## config.mk

```make
export PLATFORM = sky130hd
export DESIGN_NAME = arb_rr_4x2
export DESIGN_NICKNAME = d
export VERILOG_FILES = /design/src/rtl/arb_rr_4x2.sv
export SDC_FILE = /design/constraint.sdc
export NUM_CORES = 1
export LEC_CHECK = 0
export ABC_AREA = 1
export BUFFER_PORTS_ARGS = -buffer_cell sky130_fd_sc_hd__buf_2
export CAP_MARGIN = 10
export CORE_MARGIN = 4
export CORE_UTILIZATION = 58
export CTS_BUF_LIST = sky130_fd_sc_hd__clkbuf_4 sky130_fd_sc_hd__clkbuf_8
export DETAILED_ROUTE_END_ITERATION = 7
export PLACE_DENSITY = 0.84
export SLEW_MARGIN = 10
export SYNTH_ARGS = -nofsm -noshare
export SYNTH_HDL_FRONTEND = slang
export SYNTH_SLANG_ARGS = --single-unit
```

## constraint.sdc

```tcl
create_clock -name clk -period 1.78 [get_ports clk]
set_clock_uncertainty 0.05 [all_clocks]
set_input_delay 0.178 -clock clk [delete_from_list [all_inputs] [get_ports clk]]
set_output_delay 0.178 -clock clk [all_outputs]
set_load 0.03 [all_outputs]
```

## src/rtl/arb_rr_4x2.sv

```systemverilog
// Four-requester round-robin arbiter with a per-grant hold limit.
// A grant is registered one cycle after the request. Any grant is followed by
// at least one IDLE cycle. The priority pointer moves past the grantee only
// on a normal or timed-out release, never on reset.
//
// state | meaning
// IDLE  | no grant active; arbitrate among req from ptr upward
// BUSY  | one requester holds the resource; watch done, req drop, hold limit
module arb_rr_4x2 #(
  parameter int unsigned MAX_HOLD = 8
) (
  input  logic       clk,
  input  logic       rst,
  input  logic [3:0] req,
  input  logic       done,
  output logic [3:0] gnt,
  output logic [1:0] gnt_id,
  output logic       gnt_valid,
  output logic       timeout
);

  typedef enum logic {
    IDLE = 1'b0,
    BUSY = 1'b1
  } state_t;

  state_t     r_state,     w_state_nxt;
  logic [1:0] r_ptr,       w_ptr_nxt;
  logic [7:0] r_hold_cnt,  w_hold_cnt_nxt;
  logic [3:0] r_gnt,       w_gnt_nxt;
  logic [1:0] r_gnt_id,    w_gnt_id_nxt;
  logic       r_gnt_valid, w_gnt_valid_nxt;
  logic       r_timeout,   w_timeout_nxt;

  logic [7:0] w_hold_last;
  logic [1:0] w_win_id;
  logic       w_win_found;
  logic       w_rel_done;
  logic       w_rel_drop;
  logic       w_rel_limit;
  logic       w_release;

  assign w_hold_last = 8'(MAX_HOLD - 1);

  // Round-robin winner: walk offsets from the top down so the smallest
  // offset from ptr is the last (and therefore winning) assignment.
  always_comb begin
    logic [1:0] cand;
    w_win_found = 1'b0;
    w_win_id    = r_ptr;
    cand        = r_ptr;
    for (int k = 3; k >= 0; k--) begin
      cand = r_ptr + 2'(k);
      if (req[cand]) begin
        w_win_found = 1'b1;
        w_win_id    = cand;
      end
    end
  end

  // Release causes; timeout only when the hold limit is the sole cause.
  always_comb begin
    w_rel_done  = done;
    w_rel_drop  = ~req[r_gnt_id];
    w_rel_limit = (r_hold_cnt == w_hold_last);
    w_release   = (r_state == BUSY) && (w_rel_done || w_rel_drop || w_rel_limit);
  end

  // Next-state and next-output logic.
  always_comb begin
    w_state_nxt     = r_state;
    w_ptr_nxt       = r_ptr;
    w_hold_cnt_nxt  = r_hold_cnt;
    w_gnt_nxt       = r_gnt;
    w_gnt_id_nxt    = r_gnt_id;
    w_gnt_valid_nxt = r_gnt_valid;
    w_timeout_nxt   = 1'b0;

    case (r_state)
      IDLE: begin
        w_hold_cnt_nxt  = 8'd0;
        w_gnt_nxt       = 4'b0000;
        w_gnt_id_nxt    = 2'b00;
        w_gnt_valid_nxt = 1'b0;
        if (w_win_found) begin
          w_state_nxt     = BUSY;
          w_gnt_nxt       = 4'(4'b0001 << w_win_id);
          w_gnt_id_nxt    = w_win_id;
          w_gnt_valid_nxt = 1'b1;
        end
      end
      BUSY: begin
        if (w_release) begin
          w_state_nxt     = IDLE;
          w_ptr_nxt       = r_gnt_id + 2'd1;
          w_hold_cnt_nxt  = 8'd0;
          w_gnt_nxt       = 4'b0000;
          w_gnt_id_nxt    = 2'b00;
          w_gnt_valid_nxt = 1'b0;
          w_timeout_nxt   = w_rel_limit && !w_rel_done && !w_rel_drop;
        end else begin
          w_hold_cnt_nxt = r_hold_cnt + 8'd1;
        end
      end
      default: begin
        w_state_nxt     = IDLE;
        w_hold_cnt_nxt  = 8'd0;
        w_gnt_nxt       = 4'b0000;
        w_gnt_id_nxt    = 2'b00;
        w_gnt_valid_nxt = 1'b0;
      end
    endcase
  end

  // State and output registers with synchronous reset.
  always_ff @(posedge clk) begin
    if (rst) begin
      r_state     <= IDLE;
      r_ptr       <= 2'd0;
      r_hold_cnt  <= 8'd0;
      r_gnt       <= 4'b0000;
      r_gnt_id    <= 2'b00;
      r_gnt_valid <= 1'b0;
      r_timeout   <= 1'b0;
    end else begin
      r_state     <= w_state_nxt;
      r_ptr       <= w_ptr_nxt;
      r_hold_cnt  <= w_hold_cnt_nxt;
      r_gnt       <= w_gnt_nxt;
      r_gnt_id    <= w_gnt_id_nxt;
      r_gnt_valid <= w_gnt_valid_nxt;
      r_timeout   <= w_timeout_nxt;
    end
  end

  assign gnt       = r_gnt;
  assign gnt_id    = r_gnt_id;
  assign gnt_valid = r_gnt_valid;
  assign timeout   = r_timeout;

endmodule
```

# Word-level counts from Yosys, hierarchy flattened
# Cells that the tools add are included.
totals:
  reg_bits: 19
  inputBits: 7
  output_inout_bits: 8
  wordCells: 62
op_classes:
  n_addsub: 5
  magnitude_cmp: 5
  eq_ne: 2
  shifts: 1
  muxes: 31
  n_bitwise: 3
  reduce_logical: 8
ops:
  columns: ["cell", "n"]
  rows:
  - ["$pmux 8 s2", 1]
  - ["$lt 2x3->1 const B", 5]
  - ["$mux 1", 12]
  - ["$mux 2", 6]
  - ["$bmux 1 s2", 5]
  - ["$add 8x1->8 const B", 1]
  - ["$eq 8x3->1 const B", 1]
  - ["$mux 4", 2]
  - ["$mux 8", 1]
  - ["$pmux 4 s2", 1]
  - ["$add 2x1->2 const B", 2]
  - ["$add 2x2->2 const B", 2]
  - ["$pmux 1 s2", 2]
  - ["$pmux 2 s2", 1]
  - ["$shl 1x2->4 const A", 1]
  - ["$logic_and 1x1->1", 3]
  - ["$not 1->1", 3]
  - ["$reduce_or 3->1", 1]
  - ["$logic_or 1x1->1", 2]
  - ["$ne 2x1->1 const B", 1]
  - ["$reduce_and 2->1", 1]
  - ["$logic_not 1->1", 1]

# Logic depth before layout (Yosys ltp)
# Gate-level depths: netlist (run 1).
logic_depth:
  depth_word: 10
  mapped_depth: 12
  depth_no_buf: 12

# Least setup slack after synthesis (run 1)
# No wires, ideal clock.
synth_path:
  kind: "flip-flop to flip-flop"
  start: "register r_gnt_id[0], in the netlist gnt_id[0]"
  end: "register r_hold_cnt[2]"
  arrival_ps: 1334
  setup_slack_ps: 323
  stages_incl_launch_ff: 9
  n_path_buf: 0
  cell_sequence: "dfxtp_1 o211ai_1 nand2_1 inv_2 nor2_4 nand2_4 nor2_8 inv_6 nor3_4"
synth_between:
  elab_chain_len: 8
synth_lines:
  columns: ["element", "line_no", "rtl"]
  rows:
  - ["start: declaration", "31", "logic [1:0] r_gnt_id, w_gnt_id_nxt;"]
  - ["start signal: assignment", "130", "r_gnt_id <= w_gnt_id_nxt;"]
  - ["$bmux 1 s2", "64", "w_rel_drop = ~req[r_gnt_id];"]
  - ["$mux 1 (implied by the code)", "64", null]
  - ["$not 1->1", "64", null]
  - ["$logic_or 1x1->1 (2 in a row)", "66", "w_release = (r_state == BUSY) && (w_rel_done || w_rel_drop || w_rel_limit);"]
  - ["$logic_and 1x1->1", "66", null]
  - ["$mux 8", "93", "if (w_release) begin"]
  - ["$pmux 8 s2", "79", "case (r_state)"]
  - ["end signal: assignment", "128", "r_hold_cnt <= w_hold_cnt_nxt;"]
  - ["end: declaration", "29", "logic [7:0] r_hold_cnt, w_hold_cnt_nxt;"]
# No other way between the ends. The select of a mux whose other input is x is not followed.
# A chain may end at the register's enable or synchronous reset.

# Worst setup path in the final report (run 1)
layout_path:
  start: "register r_ptr[0]"
  end: "register r_gnt[2], in the netlist gnt[2]"
layout_between:
  elab_chain_len: 10
  elab_cells_between_ends: 22
  classes_between: "add/sub (3); shift (1); mux (18)"
layout_lines:
  columns: ["element", "line_no", "rtl"]
  rows:
  - ["start: declaration", "28", "logic [1:0] r_ptr, w_ptr_nxt;"]
  - ["start signal: assignment", "127", "r_ptr <= w_ptr_nxt;"]
  - ["$add 2x2->2", "53", "cand = r_ptr + 2'(k);"]
  - ["$bmux 1 s2", "54", "if (req[cand]) begin"]
  - ["$mux 1 (implied by the code)", "54", null]
  - ["$mux 2 (4 in a row)", "54", null]
  - ["$shl 1x2->4", "87", "w_gnt_nxt = 4'(4'b0001 << w_win_id);"]
  - ["$mux 4 (*)", "85", "if (w_win_found) begin"]
  - ["$pmux 4 s2 (*)", "79", null]
  - ["end signal: assignment", "129", "r_gnt <= w_gnt_nxt;"]
  - ["end: declaration", "30", "logic [3:0] r_gnt, w_gnt_nxt;"]
# Every way passes the cells marked *; elsewhere a longest branch is shown, timed or not. The select of a mux whose other input is x is not followed.

==> results of run 1 <==
-- layout by cell type (no fill, tap or decap), types with 2 or more instances in the layout --
| cell type | instances |
|---|---|
| nor3_1 | 2 |
| nand2_1 | 49 |
| nand4_1 | 2 |
| o21ai_0 | 2 |
| a21oi_1 | 2 |
| dfxtp_1 | 19 |
| nor2_2 | 6 |
| inv_2 | 8 |
| nand3_1 | 12 |
| nand2_2 | 7 |
| xnor2_1 | 2 |
| nand2_4 | 3 |
| clkbuf_4 | 3 |
| nor2_1 | 8 |
| o21ai_1 | 2 |
| buf_2 | 14 |
| xor2_1 | 3 |
| nand3_2 | 2 |
| inv_1 | 13 |
-- power by group through the flow --
stage / Sequential (uW) / Combinational, uW / Clock, uW
after global placement: 537 / 547 / 0
after CTS: 531 / 566 / 217
after floorplan: 595 / 398 / 0
after global routing: 540 / 632 / 233
final: 531 / 563 / 206
after detailed placement: 541 / 563 / 0
-- metrics by stage --
step                cell area, um2  hold slack, ns  setup WS [ns]  total power (uW)  utilization
floorplan                     1095          0.2052         0.3234             992.8            -
global placement              1192          0.3530         0.2680              1085       0.6759
detailed placement            1192          0.3647         0.2403              1103       0.6759
CTS                           1220         0.04929         0.2224              1313       0.6915
global route                  1220         0.05365        0.03241              1405       0.6915
finish                        1220         0.05675         0.2448              1299       0.6915
-- layer usage --
metal | GRT usage | vias to the layer above | part of all wire
met5 | 0 | - | 0
met4 | 0.02620 | 0 | 0
met3 | 0.05539 | 0 | 0.069
met2 | 0.2966 | 23 | 0.45
met1 | 0.2419 | 434 | 0.48
li1 | - | 513 | -
-- cell type report --
type / count / area (um2) / area share
multi-input combinational: 112 / 615.6 / 0.5046
clock buffer: 3 / 22.52 / 0.01846
clock inverter: 1 / 5.005 / 0.004103
tap: 25 / 31.28 / 0.02564
sequential: 19 / 380.4 / 0.3118
timing repair buffer: 15 / 77.57 / 0.06359
inverter: 22 / 87.58 / 0.07179
-- registers in the layout, indices dropped and copies added (netlist names) --
signal      count
gnt             4
gnt_valid       1
timeout         1
gnt_id          2
r_hold_cnt      8
r_ptr           2
r_state         1
-- worst max-delay path by stage --
| stage | start | endpoint | slack [ns] | depth (start not counted) |
|---|---|---|---|---|
| after floorplan | gnt_id[0]$_SDFFE_PP0P_ | r_hold_cnt[2]$_SDFF_PP0_ | 0.32 | 8 |
| after global placement | r_ptr[0]$_SDFFE_PP0P_ | gnt[2]$_SDFFE_PP0P_ | 0.27 | 10 |
| after detailed placement | r_ptr[0]$_SDFFE_PP0P_ | gnt[2]$_SDFFE_PP0P_ | 0.24 | 10 |
| after CTS | r_ptr[0]$_SDFFE_PP0P_ | gnt[2]$_SDFFE_PP0P_ | 0.22 | 10 |
| after global routing | r_ptr[0]$_SDFFE_PP0P_ | gnt[0]$_SDFFE_PP0P_ | 0.03 | 10 |
| final | r_ptr[0]$_SDFFE_PP0P_ | gnt[2]$_SDFFE_PP0P_ | 0.24 | 10 |
-- cells by family after synthesis --
logic type	after synthesis	synth area share
buffers and inverters	23	0.09029
XOR/XNOR	5	0.04001
AO/OA/AOI/OAI	11	0.06744
adder cells (fa/ha/maj)	1	0.01143
flip-flops	19	0.3474
AND/OR/NAND/NOR	95	0.4434
-- Yosys cell counts, types with 2 or more instances --
cell	number
inv_1	13
nor2_2	6
nand2_2	7
inv_2	8
o21ai_1	2
nand3_2	2
dfxtp_1	19
nor2_1	8
nand2_1	49
xor2_1	3
nand4_1	2
nand2_4	3
nand3_1	12
xnor2_1	2
o21ai_0	2
a21oi_1	2
nor3_1	2
==> results.tsv, run 1 <==
stage	metric	value	unit
sta	number of hold violations in the final report	0	
clock_network	buffers from clock root to sink, at most	2	
synthesis	post-synthesis cell area	1095	um2
sta	number of slew-limit violations in the final report	0	
sta	worst-case headroom to the max-slew limit	0.8060	
hold_path	worst hold path class	input port to flip-flop	
critical_path	type of element launching the critical path	flip-flop	
floorplan	Initial Utilization	0.6206	
status	outcome	completed	
routing	final routed wirelength across all metal layers	1998	um
grt	residual overflow from global routing	0	
critical_path	FF-to-FF setup slack	0.24	ns
routing	number of vias per cell	4.924	
pwr	proportion of power drawn by combinational gates	0.433	
synthesis	Synth area leaders	dfxtp_1, nand2_1, nand3_1	
layout	area growth from synthesis to final layout	11.43	%
pwr	clock network fraction of design power	0.158	
floorplan	Top-Level Pins	15	
clock_network	CTS tree	done	
critical_path	Worst Reg-to-Reg Cells	10	
pwr	Worst IR Drop VDD	0.001043	V
place	number of placed cells counting well taps	193	
flow_run	# Max-Cap Violations	0	
critical_path	Cell Chain, Critical Path	buf_4, nand2_2, nand3_2, nand2_1, inv_2, nand3_1, nand3_2, inv_2, nand3_1, nand2_1	
grt	number of antenna violations at the first check in global routing	0	
clock_network	Root Buffer Master	clkbuf_4	
critical_path	kind of end point of the critical path	flip-flop	
grt	vias in the first global route	921	
critical_path	data required time of the critical path	1.92	ns
routing	antenna violation net count after detailed routing	0	
synthesis	ys flop type	dfxtp_1	
grt	maximum number of pins on one net before global-route repair	12	
sta	transition time of the tightest slew-check pin	0.2906	ns
sta	final critical-path required period	1.535	ns
synthesis	count of mapped cells out of synthesis	154	
synthesis	fraction of the yosys area taken by sequential cells	0.3474	
routing	detailed-router iteration count before antenna repair	4	
layout	layout cells sized above 1	0.3023	
clock_network	quantity of hold-fixing buffers added after cts	0	
sta	fmax	651.4	MHz
clock_network	clock sinks	19	
hold_path	hold endpoint	timeout$_SDFF_PP0_	
place	Buffers on Ports	14	
routing	count of unresolved DRC violations after routing	0	
layout	post-route insts no fill	197	
floorplan	Die H	51.45	um
synthesis	FF+latch count, synth	19	
pwr	Reg power frac	0.408	
floorplan	core box area	1764	um2
synthesis	post-synth cell types	29	
synthesis	Avg Inst Size Synth	7.109	um2
synthesis	number of warnings reported in the yosys synthesis log	0	
clock_network	post-CTS setup-driven buffer insertion count	0	
routing	number of vias in the routed layout	970	
pwr	power dissipated by switching net loads	555.8	uW
pwr	switching power share of the total	0.4277	
grt	Tot GR Track Use	0.1823	
grt	wire length of the first global-routing pass	3712	um
synthesis	number of enable-type register cells in the synthesized netlist	0	
sta	final setup vio count	0	
critical_path	slowest cell delay on critical path	0.45	ns
critical_path	buffer and inverter count on the worst path	3	
clock_network	Gates resized, CTS repair	0	
hold_path	Hold Crit Start	done	
clock_network	later-pin clock latency in the skew report	0.29	ns
pwr	Power Dens Cells	1065	nW/um2
critical_path	Max stage delay cell, worst path	dfxtp_1	
pwr	internal power of the cells	743.6	uW
place	global placement routability congestion	0.9152	
pwr	leakage	0.0006035	uW
layout	fill count	164	
routing	drt wl/cell	10.14	um
synthesis	fraction of synthesis flops using an asynchronous set or reset pin	0	
synthesis	cell type contributing the most total cell area after synthesis	dfxtp_1	
hold_path	Hold Path Stages	2	
clock_network	Clock Pin Slew Worst Setup and Hold Paths	0.10	ns
floorplan	row count	15	
sta	unrepaired setup endpoints after global routing	false	
synthesis	share of the synthesized area in the top cell type	0.3474	
sta	period utilization	0.8625	
routing	1st-iter DRT viols	27	
floorplan	overall die width	51.45	um
critical_path	crit-path leading delay family	simple AND/OR/NAND/NOR gates	
clock_network	CTS HTree Levels	1	
critical_path	Reg2Reg Capture Point	gnt[2]$_SDFFE_PP0P_	
critical_path	CP Max Fanout	7	
critical_path	arrival time of data at the critical path endpoint	1.68	ns
place	HPWL after detailed placement	1680	um
layout	final net count	181	
critical_path	start-to-end type of the worst setup path	flip-flop to flip-flop	
clock_network	CTS Buf Count	3	
layout	antenna cell count	0	
floorplan	Die ar.	2647	um2
synthesis	net count of the mapped netlist	162	
sta	summed negative setup slack over all endpoints	0	ns
critical_path	Reg-to-Reg Start	r_ptr[0]$_SDFFE_PP0P_	
Note: power is estimated with default switching activity, not from simulation.
==> run 2: changes to the inputs <==
--- a/config.mk
+++ b/config.mk
@@ -7,12 +7,13 @@
 export LEC_CHECK = 0
 export ABC_AREA = 1
 export BUFFER_PORTS_ARGS = -buffer_cell sky130_fd_sc_hd__buf_2
-export CAP_MARGIN = 10
+export CAP_MARGIN = 20
 export CORE_MARGIN = 4
-export CORE_UTILIZATION = 58
+export CORE_UTILIZATION = 56
 export CTS_BUF_LIST = sky130_fd_sc_hd__clkbuf_4 sky130_fd_sc_hd__clkbuf_8
+export CTS_CLUSTER_SIZE = 10
 export DETAILED_ROUTE_END_ITERATION = 7
-export PLACE_DENSITY = 0.84
+export PLACE_DENSITY = 0.82
 export SLEW_MARGIN = 10
 export SYNTH_ARGS = -nofsm -noshare
 export SYNTH_HDL_FRONTEND = slang
==> results.tsv, run 2 (synthesis results as in run 1) <==
stage	metric	value	unit
pwr	internal power of the cells	762.5	uW
layout	most frequent standard cell in the layout excluding fill and tap cells	nand2_1	
layout	fill count	149	
critical_path	Cell Chain, Critical Path	buf_4, nand2_2, nand3_2, nand2_1, inv_2, nand3_1, nand3_2, inv_2, nand3_1, nand2_1	
layout	post-route insts no fill	197	
place	Buffers on Ports	14	
floorplan	Die ar.	2726	um2
grt	number of antenna violations at the first check in global routing	0	
place	number of placed cells counting well taps	193	
layout	post-route standard cell area excluding fillers	1222	um2
routing	count of unresolved DRC violations after routing	0	
routing	1st-iter DRT viols	10	
sta	summed negative setup slack over all endpoints	0	ns
sta	worst-case headroom to the max-slew limit	0.8050	
pwr	Reg power frac	0.406	
critical_path	slowest cell delay on critical path	0.46	ns
grt	maximum number of pins on one net before global-route repair	11	
clock_network	quantity of hold-fixing buffers added after cts	0	
layout	register name with the most flops	r_hold_cnt	
floorplan	Top-Level Pins	15	
sta	unrepaired setup endpoints after global routing	false	
status	outcome	completed	
clock_network	Gates resized, CTS repair	0	
pwr	Worst IR Drop VDD	0.0007964	V
sta	final critical-path required period	1.574	ns
grt	wire length of the first global-routing pass	3636	um
critical_path	CP Max Fanout	7	
floorplan	core box area	1783	um2
critical_path	kind of end point of the critical path	flip-flop	
place	global placement routability congestion	0.8738	
pwr	clock network fraction of design power	0.168	
critical_path	Max stage delay cell, worst path	dfxtp_1	
routing	number of vias per cell	4.939	
layout	area used by sequential logic in the layout	380.4	um2
critical_path	start-to-end type of the worst setup path	flip-flop to flip-flop	
flow_run	# Max-Cap Violations	0	
hold_path	worst hold path class	input port to flip-flop	
floorplan	row count	15	
critical_path	arrival time of data at the critical path endpoint	1.71	ns
routing	detailed-router iteration count before antenna repair	4	
pwr	Power Dens Cells	1075	nW/um2
layout	antenna cell count	0	
floorplan	Die H	52.22	um
clock_network	buffers from clock root to sink, at most	2	
clock_network	clock sinks	19	
clock_network	CTS HTree Levels	1	
sta	number of hold violations in the final report	0	
layout	flip-flop count of the largest register, all copies and words added	8	
pwr	power dissipated by switching net loads	552.2	uW
pwr	leakage	0.0006042	uW
place	HPWL after detailed placement	1629	um
place	instance area after placement	1192	um2
grt	residual overflow from global routing	0	
layout	footprint of the multi-input gates	615.6	um2
layout	area growth from synthesis to final layout	11.66	%
grt	vias in the first global route	918	
sta	fmax	635.5	MHz
layout	fin util	0.6856	
sta	final setup vio count	0	
sta	transition time of the tightest slew-check pin	0.2921	ns
clock_network	CTS tree	done	
routing	drt wl/cell	10.21	um
pwr	switching power share of the total	0.4200	
floorplan	Initial Utilization	0.6140	
layout	final net count	181	
clock_network	Clock Pin Slew Worst Setup and Hold Paths	0.10	ns
routing	final routed wirelength across all metal layers	2011	um
clock_network	post-CTS setup-driven buffer insertion count	0	
layout	most used cells in the layout excluding fill and tap cells	nand2_1, dfxtp_1, buf_2, inv_1, nand3_1	
sta	period utilization	0.8840	
routing	number of vias in the routed layout	973	
clock_network	Root Buffer Master	clkbuf_4	
critical_path	data required time of the critical path	1.92	ns
routing	antenna violation net count after detailed routing	0	
layout	layout cells sized above 1	0.3023	
clock_network	CTS Buf Count	3	
floorplan	overall die width	52.22	um
clock_network	later-pin clock latency in the skew report	0.29	ns
sta	number of slew-limit violations in the final report	0	
grt	Tot GR Track Use	0.1719	
critical_path	type of element launching the critical path	flip-flop	
pwr	proportion of power drawn by combinational gates	0.426	
-- run 2: cell types whose count changed in the layout (fill, tap and decap cells not counted) --
cell	delta
clkbuf_4	+1
clkinv_2	-1
-- run 2: final timing paths --
check	startpoint	endpoint	slack, ns	cells after the start
max	r_ptr[0]$_SDFFE_PP0P_	gnt[2]$_SDFFE_PP0P_	0.21	10
min	done	timeout$_SDFF_PP0_	0.04	2
max reg2reg	r_ptr[0]$_SDFFE_PP0P_	gnt[2]$_SDFFE_PP0P_	0.21	10
min reg2reg	gnt_valid$_SDFFE_PP0P_	gnt_valid$_SDFFE_PP0P_	0.41	2
-- run 2: worst max-delay path: cells and delay by family (launching register included) --
family                 cells  cell delay, ns
flip-flops                 1            0.46
AND/OR/NAND/NOR            7            0.61
buffers and inverters      3            0.35
-- run 2: through the flow --
stage,setup WS (ns),power (uW),hold WS [ns]
global placement,0.2695,1086,0.3548
CTS,0.1890,1333,0.02835
detailed placement,0.2260,1105,0.3500
global route,0.05946,1422,0.03233
floorplan,0.3234,992.8,0.2052
finish,0.2065,1315,0.04480
-- run 2: power groups by stage --
| stage | combinational [uW] | clock [uW] | sequential [uW] |
|---|---|---|---|
| 4_1_cts | 565 | 235 | 532 |
| 6_report | 560 | 221 | 534 |
| 3_5_place_dp | 563 | 0 | 542 |
| 3_3_place_gp | 548 | 0 | 538 |
| 5_1_grt | 633 | 250 | 539 |
| 2_1_floorplan | 398 | 0 | 595 |
-- run 2: routing by layer --
layer / up-vias / wire (um) / GRT usage
li1: 517 / - / -
met2: 21 / 901 / 0.2908
met5: - / 0 / 0
met1: 435 / 998 / 0.2197
met3: 0 / 111 / 0.04274
met4: 0 / 0 / 0.03830
-- run 2: layout make-up --
type,count,area share
multi-input cells,112,0.5036
flip-flops and latches,19,0.3112
inverters,22,0.07165
repair buffers,15,0.06346
well taps,25,0.02559
clock buffers,4,0.02457
